==> src/rtl/ptn_pkg.sv <==
// Shared constants for the VGA test-pattern scheduler: pattern indices,
// default pattern count, field widths and FSM state encoding.
package ptn_pkg;

  localparam int unsigned NUM_PTN_DEF = 4;
  localparam int unsigned PTN_W       = 3;
  localparam int unsigned CNT_W       = 10;

  localparam logic [PTN_W-1:0] PTN_COLORBAR = 3'd0;
  localparam logic [PTN_W-1:0] PTN_GRAY     = 3'd1;
  localparam logic [PTN_W-1:0] PTN_GRID     = 3'd2;
  localparam logic [PTN_W-1:0] PTN_SOLID    = 3'd3;

  typedef enum logic {
    S_RUN  = 1'b0,
    S_HOLD = 1'b1
  } ptn_state_e;

endpackage

==> src/rtl/ptn_debounce.sv <==
// Push-button conditioner: 2-FF synchronizer, stable-level debouncer and
// rising-edge press pulse. Release never produces a pulse.
module ptn_debounce #(
  parameter int unsigned DEBOUNCE_CYC = 250000
) (
  input  logic PCK,
  input  logic RST,
  input  logic BTN_IN,
  output logic LEVEL,
  output logic PRESS
);

  localparam int unsigned DB_W = $clog2(DEBOUNCE_CYC + 1);

  logic            sync_1;
  logic            sync_2;
  logic            level_d;
  logic [DB_W-1:0] db_cnt;

  // Synchronize, require DEBOUNCE_CYC consecutive differing samples to flip, then edge-detect.
  always_ff @(posedge PCK) begin
    if (RST) begin
      sync_1  <= 1'b0;
      sync_2  <= 1'b0;
      LEVEL   <= 1'b0;
      level_d <= 1'b0;
      db_cnt  <= '0;
      PRESS   <= 1'b0;
    end else begin
      sync_1  <= BTN_IN;
      sync_2  <= sync_1;
      level_d <= LEVEL;
      PRESS   <= LEVEL & ~level_d;
      if (sync_2 != LEVEL) begin
        if (db_cnt == DB_W'(DEBOUNCE_CYC - 1)) begin
          LEVEL  <= sync_2;
          db_cnt <= '0;
        end else begin
          db_cnt <= db_cnt + DB_W'(1);
        end
      end else begin
        db_cnt <= '0;
      end
    end
  end

endmodule

==> src/rtl/ptn_sequencer.sv <==
// Frame-synchronous test-pattern scheduler: auto-cycles patterns every
// DWELL_FRAMES frames in RUN, advances on BTN_NEXT, toggles RUN/HOLD on
// BTN_MODE. Pattern changes only take effect at the frame boundary.
module ptn_sequencer
  import ptn_pkg::*;
#(
  parameter int unsigned NUM_PTN         = NUM_PTN_DEF,
  parameter int unsigned DWELL_FRAMES    = 120,
  parameter int unsigned DEBOUNCE_CYC    = 250000,
  parameter int unsigned H_SYNC_INTERVAL = 800,
  parameter int unsigned V_SYNC_INTERVAL = 525
) (
  input  logic             PCK,
  input  logic             RST,
  input  logic [CNT_W-1:0] VCNT,
  input  logic [CNT_W-1:0] HCNT,
  input  logic             BTN_NEXT,
  input  logic             BTN_MODE,
  output logic [PTN_W-1:0] PTN_SEL,
  output logic             PTN_UPD,
  output logic             HOLD
);

  localparam int unsigned DW_W = $clog2(DWELL_FRAMES);

  ptn_state_e       state;
  ptn_state_e       state_nxt;
  logic             pending;
  logic             pending_nxt;
  logic [DW_W-1:0]  dwell_cnt;
  logic [DW_W-1:0]  dwell_nxt;
  logic [PTN_W-1:0] sel_nxt;
  logic             upd_nxt;
  logic             advance;
  logic             fb;
  logic             next_press;
  logic             mode_press;
  logic             next_level_unused;
  logic             mode_level_unused;

  ptn_debounce #(.DEBOUNCE_CYC(DEBOUNCE_CYC)) u_db_next (
    .PCK    (PCK),
    .RST    (RST),
    .BTN_IN (BTN_NEXT),
    .LEVEL  (next_level_unused),
    .PRESS  (next_press)
  );

  ptn_debounce #(.DEBOUNCE_CYC(DEBOUNCE_CYC)) u_db_mode (
    .PCK    (PCK),
    .RST    (RST),
    .BTN_IN (BTN_MODE),
    .LEVEL  (mode_level_unused),
    .PRESS  (mode_press)
  );

  // Last pixel of the frame: the only point where the pattern may change.
  assign fb = (HCNT == CNT_W'(H_SYNC_INTERVAL - 1)) && (VCNT == CNT_W'(V_SYNC_INTERVAL - 1));

  // Next-state and next-output logic; frame evaluation uses the pre-toggle state.
  always_comb begin
    state_nxt   = state;
    pending_nxt = pending;
    dwell_nxt   = dwell_cnt;
    sel_nxt     = PTN_SEL;
    upd_nxt     = 1'b0;
    advance     = 1'b0;

    if (fb) begin
      advance     = pending | next_press |
                    ((state == S_RUN) && (dwell_cnt == DW_W'(DWELL_FRAMES - 1)));
      pending_nxt = 1'b0;
      if (advance) begin
        sel_nxt   = (PTN_SEL == PTN_W'(NUM_PTN - 1)) ? '0 : PTN_SEL + PTN_W'(1);
        upd_nxt   = 1'b1;
        dwell_nxt = '0;
      end else if (state == S_RUN) begin
        dwell_nxt = dwell_cnt + DW_W'(1);
      end
    end else if (next_press) begin
      pending_nxt = 1'b1;
    end

    if (mode_press) begin
      if (state == S_RUN) begin
        state_nxt = S_HOLD;
      end else begin
        state_nxt = S_RUN;
        dwell_nxt = '0;
      end
    end
  end

  // State, request, dwell and output registers.
  always_ff @(posedge PCK) begin
    if (RST) begin
      state     <= S_RUN;
      pending   <= 1'b0;
      dwell_cnt <= '0;
      PTN_SEL   <= PTN_COLORBAR;
      PTN_UPD   <= 1'b0;
      HOLD      <= 1'b0;
    end else begin
      state     <= state_nxt;
      pending   <= pending_nxt;
      dwell_cnt <= dwell_nxt;
      PTN_SEL   <= sel_nxt;
      PTN_UPD   <= upd_nxt;
      HOLD      <= (state_nxt == S_HOLD);
    end
  end

endmodule
==> config.mk <==
export PLATFORM = sky130hd
export DESIGN_NAME = ptn_sequencer
export DESIGN_NICKNAME = d
export VERILOG_FILES = /design/src/rtl/ptn_pkg.sv /design/src/rtl/ptn_debounce.sv /design/src/rtl/ptn_sequencer.sv
export SDC_FILE = /design/constraint.sdc
export NUM_CORES = 1
export LEC_CHECK = 0
export BUFFER_PORTS_ARGS = -buffer_cell sky130_fd_sc_hd__buf_2
export CAP_MARGIN = 15
export CORE_ASPECT_RATIO = 0.9
export CORE_MARGIN = 4
export CORE_UTILIZATION = 33
export DETAILED_ROUTE_END_ITERATION = 12
export PLACE_DENSITY_LB_ADDON = 0.15
export SETUP_SLACK_MARGIN = 0.4
export SLEW_MARGIN = 20
export SYNTH_ARGS = -nofsm -noshare
export SYNTH_HDL_FRONTEND = slang
export SYNTH_SLANG_ARGS = --single-unit
==> constraint.sdc <==
create_clock -name PCK -period 1.7 [get_ports PCK]
set_input_delay 0.34 -clock PCK [delete_from_list [all_inputs] [get_ports PCK]]
set_output_delay 0.34 -clock PCK [all_outputs]
set_load 0.01 [all_outputs]
Yosys cells after proc, flatten, opt, wreduce, memory -nomap -nowiden --
Index checks and enable logic that the tools add are counted.
Storage, ports and cells: register bits after elaboration 59, bits of input ports 24, output and inout port bits 5, word-level logic and storage cells 56
Cells by class: $add $sub $neg 4, equality and inequality tests 8, mux-type cells 8, bitwise logic cells 10, reduce and logical (&&, ||, !) cells 9
Operator list (number):
- 18-bit by 1-bit adder with 18-bit output (second input constant) | 2
- 18-bit equality test (second input constant) | 2
- 7-bit 2-to-1 mux | 5
- 10-bit equality test (second input constant) | 2
- 7-bit by 1-bit adder with 7-bit output (second input constant) | 1
- 7-bit equality test (second input constant) | 1
- 1-bit NOT | 6
- 2-bit AND reduction | 3
- 3-bit OR reduction | 2
- 2-bit OR reduction | 2
- 3-bit by 1-bit adder with 3-bit output (second input constant) | 1
- 3-bit by 2-bit equality test with 1-bit output (second input constant) | 1
- 3-bit 2-to-1 mux | 1
- 1-bit bitwise AND | 2
- 1-bit logical AND | 2
- 1-bit 2-to-1 mux | 2
- 1-bit inequality test | 2
- 1-bit OR | 2

Depth between registers and ports, before layout --
word-level depth 7, mapped depth 6, gate-level depth less buffers 5

Modules after synthesis --
From an unflattened synthesis, not the netlist that was laid out.
Unflattened totals: cell total of the unflattened synthesis 298, area, all modules 2740.1 µm²
By module, submodules not included:
- ptn_debounce | instances 2, cells each 106, area an instance 989.7 µm², seq. area each 460.4 µm²
- ptn_sequencer | instances 1, cells each 86, area an instance 760.7 µm², seq. area each 260.2 µm²

Worst setup path before layout --
No wires, ideal clock.
kind register to register, start point register u_db_mode.db_cnt[0], end point register u_db_mode.db_cnt[16], setup time 71 ps, arrival 1612 ps, required time 1629 ps, setup slack 17 ps, cell stages (with the launch flop) 6, buffers on the path 0, clock period less this slack 1683 ps, cell sequence dfxtp_1 ha_1 nand3_1 nor3_1 or3b_2 a21oi_1
Between the ends: cells in the longest elaborated chain, start to end 2, elaborated cells between the ends (all ways) 3, those cells by class 1 x add/sub; 1 x eq/ne; 1 x reduce/logical
RTL lines:
- from (decl) | RTL line ptn_debounce.sv:18 | logic [DB_W-1:0] db_cnt;
- from (signal assigned) | RTL line ptn_debounce.sv:39 | db_cnt <= db_cnt + DB_W'(1);
- parallel branches: the longest is 2 deep, another holds 18-bit by 1-bit adder with 18-bit output
Parallel ways; which one is timed is not known. A chain may end at the register's enable or synchronous reset.

Final worst setup path --
start point register u_db_mode.db_cnt[9], end point register u_db_mode.db_cnt[13]
Same word-level chain as after synthesis.

==> summary.txt <==
Run status
  – Status: finished, final reports clean

Synth
  – Yosys reg bits: 59
  – Mean area per synthesized cell: 8.67 µm²
  – FFs w/ async S/R, synth: 0%
  – Seq/Total Area, Yosys: 43.4%
  – Synthesized area: 2720 µm²
  – Number of flops mapped to enable cells by yosys: 0
  – Top FF cell, synth: dfxtp_1
  – Post-Synthesis Net Count: 342
  – Mapped Cells: 314
  – Ys Warns: 0
  – Post-synth cell types: 44

Floorplanning
  – Die W: 104 µm
  – IO Pins: 29
  – Standard-cell row count: 31
  – Initial Util: 33.9%
  – Die area: 9770 µm²
  – Core area: 8030 µm²
  – Die Ht: 94.2 µm

Global route
  – Initial antenna violation count: 0
  – Vias in the first global route: 2,394
  – Total GRT Usage: 13.9%
  – First-pass GRT wire length: 11.1 mm
  – Pin count of the biggest net entering global routing: 18
  – Total grt overflow: 0

Final layout
  – Multi-input logic area: 1750 µm²
  – Layout cell share with drive strength beyond 1: 42.6%
  – Antenna cell count: 0
  – Filler cell count: 798
  – Core Util, Final: 48.1%
  – Area grow syn2layout: 41.8%
  – Register Area: 1240 µm²
  – Layout Nets: 413
  – Most frequent cells in the layout: dfxtp_1, nor2_1, buf_4
  – Finished Layout Cells: 489
  – Commonest non-fill, non-tap cell in the layout: dfxtp_1

Critical path
  – Crit end category: flop
  – Worst reg2reg path startpoint: u_db_mode.db_cnt[9]$_SDFF_PP0_
  – Crit Path Class: flop to flop
  – CP required: 1.97 ns
  – Crit path DAT: 1.78 ns
  – CP Launch Type: flop
  – Setup crit start: u_db_mode.db_cnt[9]$_SDFF_PP0_
  – Worst path cell trace: nand3_2 -> or4_4 -> or3_1 -> a21oi_1
  – Peak fanout along the critical path: 6
  – CP peak stage delay: 0.56 ns
  – Top delay family on crit path: simple AND/OR/NAND/NOR gates
  – Slowest CP cell: or4_4
  – CP bufs+invs: 0

Timing
  – Min Tclk post-route: 1.51 ns
  – Crit share post-route: 89.0%
  – Hold Slack: 0.217 ns
  – Max frequency: 661 MHz
  – Worst rel slew slack: 75.0%
  – Setup Total Neg Slack: 0 ns
  – Setup violations, final: 0
  – Final hold vios: 0
  – Skew final: 0.00587 ns
  – Worst slew pin tran: 0.370 ns
  – RSZ-0062 raised after global routing: yes
  – Max-slew violations: 0

Drt
  – Routed len/inst: 13.4 µm
  – Total length of routed wires: 6.54 mm
  – TritonRoute pass-1 iters: 4
  – Post-route ant nets: 0
  – DRC violation count after routing: 0
  – Vias/cell: 5.13
  – Initial DRC Count: 62
  – Vias: 2,510

Clock tree
  – CTS Hold Bufs: 0
  – Total CTS buffers: 9
  – Htree depth: 3
  – Later-pin clock latency in the skew report: 0.33 ns
  – Clk root buf: clkbuf_8
  – Worst-path clk slew: 0.06 ns
  – Clock buffer depth: 2
  – CTS tree: built
  – Clk sink count: 59

Power and ir drop
  – Power density over the cells: 721 nW/µm²
  – Pleak: 1.29 nW
  – Peak supply drop: 376 µV
  – Final Power: 2.78 mW

Flow run
  – Max_cap viols: 0

Placement
  – Placer Congestion: 0.829
  – Placed instance count: 447
  – # port buffers: 28
  – DPL Wire Length: 4.38 mm

Worst hold path
  – Worst hold path type: primary input to flop
  – Hold_sp: BTN_NEXT
## Yosys cell counts (3+ instances only)
| master | count | share of area [%] |
|---|---|---|
| inv_1 | 10 | 1.4 |
| and3_1 | 6 | 1.4 |
| nand2_1 | 16 | 2.2 |
| and4_1 | 3 | 0.96 |
| a21oi_1 | 17 | 3.1 |
| ha_1 | 4 | 1.8 |
| nor2b_1 | 8 | 1.8 |
| clkbuf_1 | 5 | 0.69 |
| o31ai_1 | 6 | 1.7 |
| xor2_1 | 4 | 1.3 |
| and2_1 | 3 | 0.69 |
| o21ai_0 | 9 | 1.7 |
| dfxtp_1 | 59 | 43 |
| xnor2_1 | 25 | 8.0 |
| nor4b_1 | 5 | 1.6 |
| buf_2 | 3 | 0.55 |
| nor2_1 | 43 | 5.9 |
| nand3_1 | 17 | 3.1 |
| or3_1 | 6 | 1.4 |
| nand4_1 | 17 | 3.9 |
| nor3_1 | 9 | 1.7 |
| nor4_1 | 10 | 2.3 |
## power by group
part	internal (mW)	total [mW]	switching (mW)	leakage (nW)
sequential	1.37	1.37	0.00395	0.492
clock	0.800	1.33	0.528	0.104
combinational	0.0414	0.0828	0.0414	0.697
total	2.21	2.78	0.573	1.29
## per-stage QoR
| step | cell area (µm²) | setup slack (ns) |
|---|---|---|
| floorplan | 2920 | 0.181 |
| global placement | 3230 | 0.0853 |
| detailed placement | 3230 | 0.0668 |
| CTS | 3720 | 0.173 |
| global route | 3860 | 0.0827 |
| finish | 3860 | 0.187 |
## cells by family (layout without fill, tap and decap cells)
kind of cell               after synthesis  in the layout  synth area share, %
adders and majority gates                4              4                 1.84
AOI/OAI and AO/OA                       43             43                 9.51
DFF                                     59             59                 43.4
buffers and inverters                   19             95                 2.76
xor gates and xnor gates                29             29                 9.32
and+or+nand+nor                        160            160                 33.2
## path summary, 6_finish.rpt
kind | endpoint | slack (ns) | cells past startpoint
worst max-delay path | u_db_mode.db_cnt[13]$_SDFF_PP0_ | 0.19 | 4
worst min-delay path | u_db_next.sync_1$_SDFF_PP0_ | 0.22 | 2
worst max register to register | u_db_mode.db_cnt[13]$_SDFF_PP0_ | 0.19 | 4
worst min register to register | u_db_mode.PRESS$_SDFF_PP0_ | 0.38 | 1
## cell type report
cell class / instances / area share (%)
flip-flops and latches: 59 / 32.2
inverters: 10 / 0.972
clock inverters: 1 / 0.778
clock buffers: 15 / 4.57
well taps: 99 / 3.21
repair buffers: 69 / 12.9
multi-input cells: 236 / 45.4
## state kept, by name, summed over array words and instances, names as in the netlist
register and cells:
u_db_mode.db_cnt 18, u_db_next.db_cnt 18, dwell_cnt 7, PTN_SEL 3
PTN_UPD 1, pending 1, state 1, u_db_mode.LEVEL 1
u_db_mode.PRESS 1, u_db_mode.level_d 1, u_db_mode.sync_1 1, u_db_mode.sync_2 1
u_db_next.LEVEL 1, u_db_next.PRESS 1, u_db_next.level_d 1, u_db_next.sync_1 1
u_db_next.sync_2 1
## routing by layer
layer / vias up / GRT usage (%) / wire length, µm
li1: 1276 / - / -
met1: 1183 / 16.7 / 3130
met2: 42 / 22.9 / 3010
met3: 9 / 5.15 / 331
met4: 0 / 5.43 / 68
met5: - / 0 / 0
## repair_timing
item / CTS / global route
setup endpoints to repair: 48 / 48
cloned: 1 / 2
pin swaps: 27 / 15
resized for setup: 36 / 31
setup buffers: 20 / 3
No activity file was read; power rests on OpenSTA's default activity.
